## src/rtl/cla_pkg.sv

```systemverilog
// Shared definitions for the carry-lookahead adder family: group width,
// group propagate/generate record and a group-count helper.
package cla_pkg;

    localparam int GROUP_W = 4;

    typedef struct packed {
        logic p;
        logic g;
    } group_pg_t;

    function automatic int n_groups(input int width);
        return width / GROUP_W;
    endfunction

endpackage

```

## src/rtl/cla_group4.sv

```systemverilog
// 4-bit carry-lookahead slice: sum bits from the incoming carry, plus the
// group propagate/generate pair used by the lookahead one level up.
module cla_group4
    import cla_pkg::*;
(
    input  logic [GROUP_W-1:0] a,
    input  logic [GROUP_W-1:0] b,
    input  logic               cin,
    output logic [GROUP_W-1:0] sum,
    output group_pg_t          pg
);

    logic [GROUP_W-1:0] p;
    logic [GROUP_W-1:0] g;
    logic [GROUP_W-1:0] c;

    assign p = a ^ b;
    assign g = a & b;

    assign c[0] = cin;
    assign c[1] = g[0] | (p[0] & cin);
    assign c[2] = g[1] | (p[1] & g[0]) | (p[1] & p[0] & cin);
    assign c[3] = g[2] | (p[2] & g[1]) | (p[2] & p[1] & g[0]) | (p[2] & p[1] & p[0] & cin);

    assign sum  = p ^ c;
    assign pg.p = &p;
    assign pg.g = g[3] | (p[3] & g[2]) | (p[3] & p[2] & g[1]) | (p[3] & p[2] & p[1] & g[0]);

endmodule

```

## src/rtl/pipelined_cla_addsub.sv

```systemverilog
// Pipelined carry-lookahead add/sub: each stage resolves N 4-bit groups and
// hands the remaining operand slices plus the carry to the next stage.
module pipelined_cla_addsub
    import cla_pkg::*;
#(
    parameter int WIDTH  = 32,
    parameter int STAGES = 2
) (
    input  logic             clk,
    input  logic             rst,
    input  logic             in_valid,
    output logic             in_ready,
    input  logic [WIDTH-1:0] a,
    input  logic [WIDTH-1:0] b,
    input  logic             sub,
    input  logic             c_in,
    output logic             out_valid,
    input  logic             out_ready,
    output logic [WIDTH-1:0] sum,
    output logic             c_out,
    output logic             overflow,
    output logic             zero
);

    localparam int GROUPS   = n_groups(WIDTH);
    localparam int STAGES_S = (STAGES < 1) ? 1 : STAGES;
    localparam int N        = (GROUPS / STAGES_S < 1) ? 1 : GROUPS / STAGES_S;
    localparam int STAGE_W  = N * GROUP_W;

    generate
        if ((WIDTH % GROUP_W != 0) || (WIDTH < GROUP_W) || (STAGES < 1) ||
            (STAGES > GROUPS) || (GROUPS % STAGES_S != 0)) begin : g_bad_params
            $error("pipelined_cla_addsub: illegal WIDTH=%0d / STAGES=%0d", WIDTH, STAGES);
        end
    endgenerate

    logic [STAGES-1:0] v_all;
    logic [STAGES:0]   adv;

    assign adv[STAGES] = out_ready;
    assign in_ready    = adv[0];

    genvar gi, gj;
    generate
        for (gi = 0; gi < STAGES; gi++) begin : g_stage
            localparam int LO_IN  = gi * STAGE_W;
            localparam int LO_OUT = LO_IN + STAGE_W;
            localparam int REM    = WIDTH - LO_IN;

            logic [REM-1:0]     a_cur;
            logic [REM-1:0]     b_cur;
            logic               c_cur;
            logic               v_cur;
            logic [STAGE_W-1:0] s_cur;
            logic [LO_OUT-1:0]  sum_next;
            group_pg_t          pg [N];
            logic [N:0]         gc;

            logic               v_reg;
            logic [LO_OUT-1:0]  sum_reg;
            logic               c_reg;

            if (gi == 0) begin : g_src
                assign a_cur    = a;
                assign b_cur    = b ^ {WIDTH{sub}};
                assign c_cur    = c_in ^ sub;
                assign v_cur    = in_valid;
                assign sum_next = s_cur;
            end else begin : g_src
                assign a_cur    = g_stage[gi-1].g_fwd.a_reg;
                assign b_cur    = g_stage[gi-1].g_fwd.b_reg;
                assign c_cur    = g_stage[gi-1].c_reg;
                assign v_cur    = v_all[gi-1];
                assign sum_next = {s_cur, g_stage[gi-1].sum_reg};
            end

            for (gj = 0; gj < N; gj++) begin : g_grp
                cla_group4 u_grp (
                    .a   (a_cur[gj*GROUP_W +: GROUP_W]),
                    .b   (b_cur[gj*GROUP_W +: GROUP_W]),
                    .cin (gc[gj]),
                    .sum (s_cur[gj*GROUP_W +: GROUP_W]),
                    .pg  (pg[gj])
                );
            end

            // Flat lookahead: each group carry-in is a sum of products over
            // lower group generates and the stage carry, not a ripple chain.
            always_comb begin
                gc    = '0;
                gc[0] = c_cur;
                for (int j = 0; j < N; j++) begin
                    logic run_p;
                    run_p     = 1'b1;
                    gc[j + 1] = 1'b0;
                    for (int i = j; i >= 0; i--) begin
                        gc[j + 1] = gc[j + 1] | (pg[i].g & run_p);
                        run_p     = run_p & pg[i].p;
                    end
                    gc[j + 1] = gc[j + 1] | (run_p & c_cur);
                end
            end

            // Stage advances when empty or when its successor advances.
            assign v_all[gi] = v_reg;
            assign adv[gi]   = out_ready || !(&v_all[STAGES-1:gi]);

            always_ff @(posedge clk or posedge rst) begin
                if (rst) begin
                    v_reg   <= 1'b0;
                    sum_reg <= '0;
                    c_reg   <= 1'b0;
                end else if (adv[gi]) begin
                    v_reg <= v_cur;
                    if (v_cur) begin
                        sum_reg <= sum_next;
                        c_reg   <= gc[N];
                    end
                end
            end

            if (gi < STAGES - 1) begin : g_fwd
                logic [WIDTH-LO_OUT-1:0] a_reg;
                logic [WIDTH-LO_OUT-1:0] b_reg;

                always_ff @(posedge clk or posedge rst) begin
                    if (rst) begin
                        a_reg <= '0;
                        b_reg <= '0;
                    end else if (adv[gi] && v_cur) begin
                        a_reg <= a_cur[REM-1:STAGE_W];
                        b_reg <= b_cur[REM-1:STAGE_W];
                    end
                end
            end else begin : g_out
                logic msb_c_next;
                logic msb_c_reg;

                // Carry into the MSB recovered from its sum bit and operands.
                assign msb_c_next = s_cur[STAGE_W-1] ^ a_cur[REM-1] ^ b_cur[REM-1];

                always_ff @(posedge clk or posedge rst) begin
                    if (rst) begin
                        msb_c_reg <= 1'b0;
                    end else if (adv[gi] && v_cur) begin
                        msb_c_reg <= msb_c_next;
                    end
                end

                assign out_valid = v_reg;
                assign sum       = sum_reg;
                assign c_out     = c_reg;
                assign overflow  = msb_c_reg ^ c_reg;
                assign zero      = v_reg && (sum_reg == '0);
            end
        end
    endgenerate

endmodule

```

## config.mk

```make
export PLATFORM = sky130hd
export DESIGN_NAME = pipelined_cla_addsub
export DESIGN_NICKNAME = d
export VERILOG_FILES = /design/src/rtl/cla_pkg.sv /design/src/rtl/cla_group4.sv /design/src/rtl/pipelined_cla_addsub.sv
export SDC_FILE = /design/constraint.sdc
export NUM_CORES = 1
export LEC_CHECK = 0
export ABC_AREA = 1
export CAP_MARGIN = 5
export CELL_PAD_IN_SITES_DETAIL_PLACEMENT = 0
export CELL_PAD_IN_SITES_GLOBAL_PLACEMENT = 1
export CORE_MARGIN = 2
export CORE_UTILIZATION = 41
export DETAILED_ROUTE_END_ITERATION = 10
export PLACE_DENSITY_LB_ADDON = 0.12
export RECOVER_POWER = 50
export SYNTH_ARGS = -nofsm -noshare
export SYNTH_HDL_FRONTEND = slang
export SYNTH_SLANG_ARGS = --single-unit
```

## constraint.sdc

```tcl
create_clock -name clk -period 5.35 [get_ports clk]
set_input_delay 1.07 -clock clk [delete_from_list [all_inputs] [get_ports clk]]
set_output_delay 1.07 -clock clk [all_outputs]
set_load 0.01 [all_outputs]
```

**After elaboration in Yosys (flattened, before gate mapping)**

Cells that the tools add are included.

- Bitwise gates (word level): 265
- Reductions and logical operators: 19

Operators with widths:

| kind | count |
|---|---|
| bitwise AND 1 bit | 144 |
| bitwise OR 1 bit | 92 |
| bitwise XOR 4 bit | 16 |
| bitwise AND 4 bit | 8 |
| zero test 32 bit | 1 |
| AND reduction 4 bit | 8 |
| bitwise XOR 32 bit | 1 |
| AND reduction 2 bit | 3 |
| bitwise XOR 1 bit | 4 |
| logical AND 1 bit | 3 |
| zero test 1 bit | 2 |
| logical OR 1 bit | 2 |

- Output and inout bits: 37
- Bits in registers: 85
- Input bits: 70

**Depth between registers and ports, before layout**

- Depth after elaboration: 14
- Gate-level depth with buffers: 16

**Hierarchy**

From an unflattened synthesis, not the netlist that was laid out.

- Cells, all modules: 686
- Area, all modules: 5,386.4 µm²

By module, submodules not included:

| module | times used | cells each | sequential area each (µm²) | area an instance (µm²) |
|---|---|---|---|---|
| pipelined_cla_addsub | 1 | 438 | 2,127.0 | 3,865.0 |
| cla_group4 | 8 | 31 | 0.0 | 190.2 |

**Worst setup path after synthesis**

Ideal clock, no wire load.

- Path kind: input to register
- Start point: input port sub
- End point: register g_stage[0].sum_reg[9]
- Arrival: 3,052 ps
- Path buffers: 2
- Required time: 5,224 ps
- Setup slack: 2,172 ps
- Stages: 16
- Cell sequence: buf_6 -> buf_2 -> xnor2_1 -> inv_1 -> ha_1 -> nand2_1 -> nor2_1 -> nand2_1 -> nand3_2 -> nand2_2 -> nand2_1 -> inv_1 -> fa_1 -> xnor2_1 -> nand2_1 -> o21ai_0

- Word-level cells in the longest chain between the ends: 12
- Elaborated cells between the ends (all ways): 34

RTL lines:

| what | line | text |
|---|---|---|
| start: declaration | pipelined_cla_addsub.sv:15 | `input logic sub,` |
| bitwise XOR 32 bit | pipelined_cla_addsub.sv:65 | `assign b_cur = b ^ {WIDTH{sub}};` |
| bitwise XOR 4 bit / bitwise AND 4 bit (equally long branches) | cla_group4.sv:17, cla_group4.sv:18 |  |
| bitwise AND 1 bit | cla_group4.sv:27 | `assign pg.g = g[3] \| (p[3] & g[2]) \| (p[3] & p[2] & g[1]) \| (p[3] & p[2] & p[1] & g[0]);` |
| bitwise OR 1 bit / bitwise AND 1 bit (equally long branches) (2 in a row) | cla_group4.sv:27 |  |
| bitwise OR 1 bit | cla_group4.sv:27 |  |
| bitwise AND 1 bit | pipelined_cla_addsub.sv:97 | `gc[j + 1] = gc[j + 1] \| (pg[i].g & run_p);` |
| bitwise OR 1 bit | pipelined_cla_addsub.sv:97 |  |
| bitwise OR 1 bit | pipelined_cla_addsub.sv:100 | `gc[j + 1] = gc[j + 1] \| (run_p & c_cur);` |
| bitwise AND 1 bit | cla_group4.sv:21 | `assign c[1] = g[0] \| (p[0] & cin);` |
| bitwise OR 1 bit | cla_group4.sv:21 |  |
| bitwise XOR 4 bit (*) | cla_group4.sv:25 | `assign sum = p ^ c;` |
| end signal: assignment | pipelined_cla_addsub.sv:116 | `sum_reg <= sum_next;` |
| end: declaration | pipelined_cla_addsub.sv:60 | `logic [LO_OUT-1:0] sum_reg;` |

Every way passes the cells marked *; elsewhere a longest branch is shown, timed or not.
A chain may end at the register's enable or synchronous reset.

**Worst setup path after layout**

- Start point: input port out_ready
- End point: output port in_ready

- Word-level cells in the longest chain between the ends: 1

RTL lines:

| what | line | text |
|---|---|---|
| start: declaration | pipelined_cla_addsub.sv:18 | `input logic out_ready,` |
| logical OR 1 bit | pipelined_cla_addsub.sv:106 | `assign adv[gi] = out_ready \|\| !(&v_all[STAGES-1:gi]);` |
| end: declaration | pipelined_cla_addsub.sv:12 | `output logic in_ready,` |

Every way passes these cells.

==> impl_metrics.csv <==
group,metric,value,unit
worst_hold_path,hold_class,"flop to flop",
power_and_ir_drop,peakVddDrop,145,uV
grt,grtUsageTotal,18.5,%
run_status,violations,"capacitance limit, slew limit",
worst_setup_path,cpPeakStageDelay,0.53,ns
route,vias,4088,
grt,grt_pass1_vias,3815,
layout,stdcell_area,6430,um2
yosys,synthAdderAreaFrac,11.2,%
die,rows,40,
layout,n_antenna_cell,0,
yosys,ys_seq_area_share,42.6,%
yosys,synth_top_family_by_area,"simple AND/OR/NAND/NOR gates",
route,viasPerCell,4.80,
clock_tree,clk_path_buf_depth,2,
worst_setup_path,worstPathRequired,4.28,ns
worst_setup_path,worstPathCellList,"dlygate4sd3_1, inv_1, nand2_1, nor2_1, inv_1, clkdlybuf4s50_1",
placement,dpl_cell_area,6160,um2
clock_tree,ctsHoldBuffers,0,
timing,finalClockSkew,0.00626,ns
placement,gp_congestion,0.851,
yosys,synth_simple_gate_area_share,24.0,%
route,wl_met2,4920,um
yosys,ys_ff_latch,85,
grt,antenna_found_initial,0,
yosys,synth_compound_area_share,7.47,%
layout,drive_gt1_share,4.69,%
worst_setup_path,cp_num_buf_inv,4,
clock_tree,cts_resized,0,
clock_tree,cts.reportedPaths.clkPinSlew,0.06,ns
power_and_ir_drop,p_leak,3.17,nW
clock_tree,cts_max_level,3,
timing,fin_crit_sh,65.4,%
timing,setup_slack,1.85,ns
layout,fillCellCount,1148,
clock_tree,numCtsBuffers,9,
grt,grt_max_degree,62,
layout,largest_reg_flops,32,
worst_setup_path,slowest_stage,"dlygate4sd3_1",
route,wl_met3,508,um
clock_tree,clkLatencyLatePin,0.34,ns
clock_tree,clock-root-buffer,"clkbuf_16",
route,drc,0,
power_and_ir_drop,powerDensity,367,nW/um2
clock_tree,cts.sinks,85,
route,ant_nets,0,
clock_tree,post_cts_buffers,0,
route,drt-initial-drc-count,190,
die,start_util,41.7,%
route,wl_met1,6040,um
route,wl_per_cell,13.6,um
yosys,syn_nets,708,
placement,post-place-ws,1.87,ns
worst_setup_path,worstPathArrival,2.43,ns
die,core,12000,um2
timing,min_period,3.50,ns
worst_setup_path,critPathLaunchType,"primary input",
yosys,postSynthAreaPerCell,8.35,um2
placement,dp_hpwl,8680,um
placement,io_buffers,106,
layout,mostFrequentLayoutCells,"198 x nand2_1, 85 x dfrtp_1, 69 x clkdlybuf4s50_1",
timing,setup_viol,0,
run_status,status,"complete, but fails checks",
worst_setup_path,critPathKind,"primary input to output pin",
timing,holdWs,0.467,ns
route,top_layer_used,"met4",
die,dieArea,13100,um2
timing,drv_slew,49,
yosys,synth-warning-count,0,
die,die_w,114,um
grt,grt_pass1_wl,18900,um
yosys,async_flop_share,100,%
timing,setup-tns-final,0,ns
worst_setup_path,path_delay_family,"buffers and inverters",
timing,relSlewSlack,-42.9,%
worst_setup_path,cp_common_cell,"inv_1",
grt,overflow,0,
die,io_pins,107,
yosys,synth_cell_types,35,
yosys,synth-xor-area-share,8.45,%
layout,nets,809,
yosys,syn-cell-area,4990,um2
clock_tree,cts_tree,"built",
yosys,syn_inst,598,
die,die_y,114,um
timing,fmax,286,MHz
layout,areaGrowthSynthToFinish,28.8,%
worst_setup_path,worst_setup_path_end_kind,"output pin",
worst_setup_path,worstPathMaxFanout,3,
layout,final_common_cell,"nand2_1",
run,cap_viol_max_count,1,
route,wl,11600,um
yosys,synth_top_flop_cell,"dfrtp_1",
route,dr.pass1.iters,5,
timing,worst_pin_slew,2.13,ns
timing,hold_viol,0,
yosys,synth.mux.area_fraction,0,%
yosys,synth_edf_count,0,
timing,rsz0062_at_grt,"no",
==> logic make-up (layout without fill, tap and decap cells) <==
group	count (synthesis)	after routing
DFF	85	85
buffers and inverters	74	180
AOI/OAI and AO/OA	70	70
xor gates and xnor gates	46	46
and+or+nand+nor	283	283
adders and majority gates	40	40
==> routing by layer <==
| layer | global-route usage (%) | vias up |
|---|---|---|
| li1 | - | 2122 |
| met1 | 27.5 | 1866 |
| met2 | 27.5 | 90 |
| met3 | 3.49 | 10 |
| met4 | 5.37 | 0 |
| met5 | 0 | - |
==> cell usage after synthesis, drive strengths merged (9+ instances only) <==
cell type	number	area [um2]
clkbuf	11	51.3
nand3	36	190
dfrtp	85	2130
xnor2	28	264
nand2	203	777
xor2	18	158
ha	32	400
inv	53	199
a21oi	14	70.1
o21ai	45	225
buf	9	57.6
nor2	21	78.8
==> tightest hold or removal path, cell delays in order (launching register included) <==
cell	delay, ns
dfrtp_1	0.34
nand2_1	0.05
nand2_1	0.04
==> where the power goes <==
part	leakage (nW)	switching [mW]	internal [mW]
Combinational	1.99	0.438	0.405
Sequential	1.04	0.121	0.808
Clock	0.138	0.250	0.338
Total	3.17	0.809	1.55
==> stage by stage <==
stage | cells | total power, mW | utilization (%)
floorplan | 598 | 1.43 | -
global placement | 835 | 1.81 | 51.5
detailed placement | 835 | 1.83 | 51.5
CTS | 851 | 2.43 | 53.8
global route | 851 | 2.54 | 53.8
finish | 851 | 2.36 | 53.8
==> area by class of cell <==
type                       count  area (um2)  share of cell area (%)
clock buffer                  12         256                    3.99
clock inverter                 4        22.5                   0.350
inverter                      54         204                    3.17
multi-input combinational    439        2550                    39.7
sequential                    85        2130                    33.1
tap                          147         184                    2.86
timing repair buffer         110        1080                    16.9
==> worst paths after layout <==
path,from,end,slack (ns),depth (start not counted)
max reg2reg,g_stage[0].g_fwd.b_reg[1],sum[25],3.08,10
max in group asynchronous,rst,sum[10],1.87,3
min in group asynchronous,rst,g_stage[0].g_fwd.a_reg[9],1.74,2
max,out_ready,in_ready,1.85,6
min,g_stage[0].sum_reg[4],sum[4],0.47,2
min reg2reg,g_stage[0].sum_reg[4],sum[4],0.47,2
No activity file was read; power rests on OpenSTA's default activity.
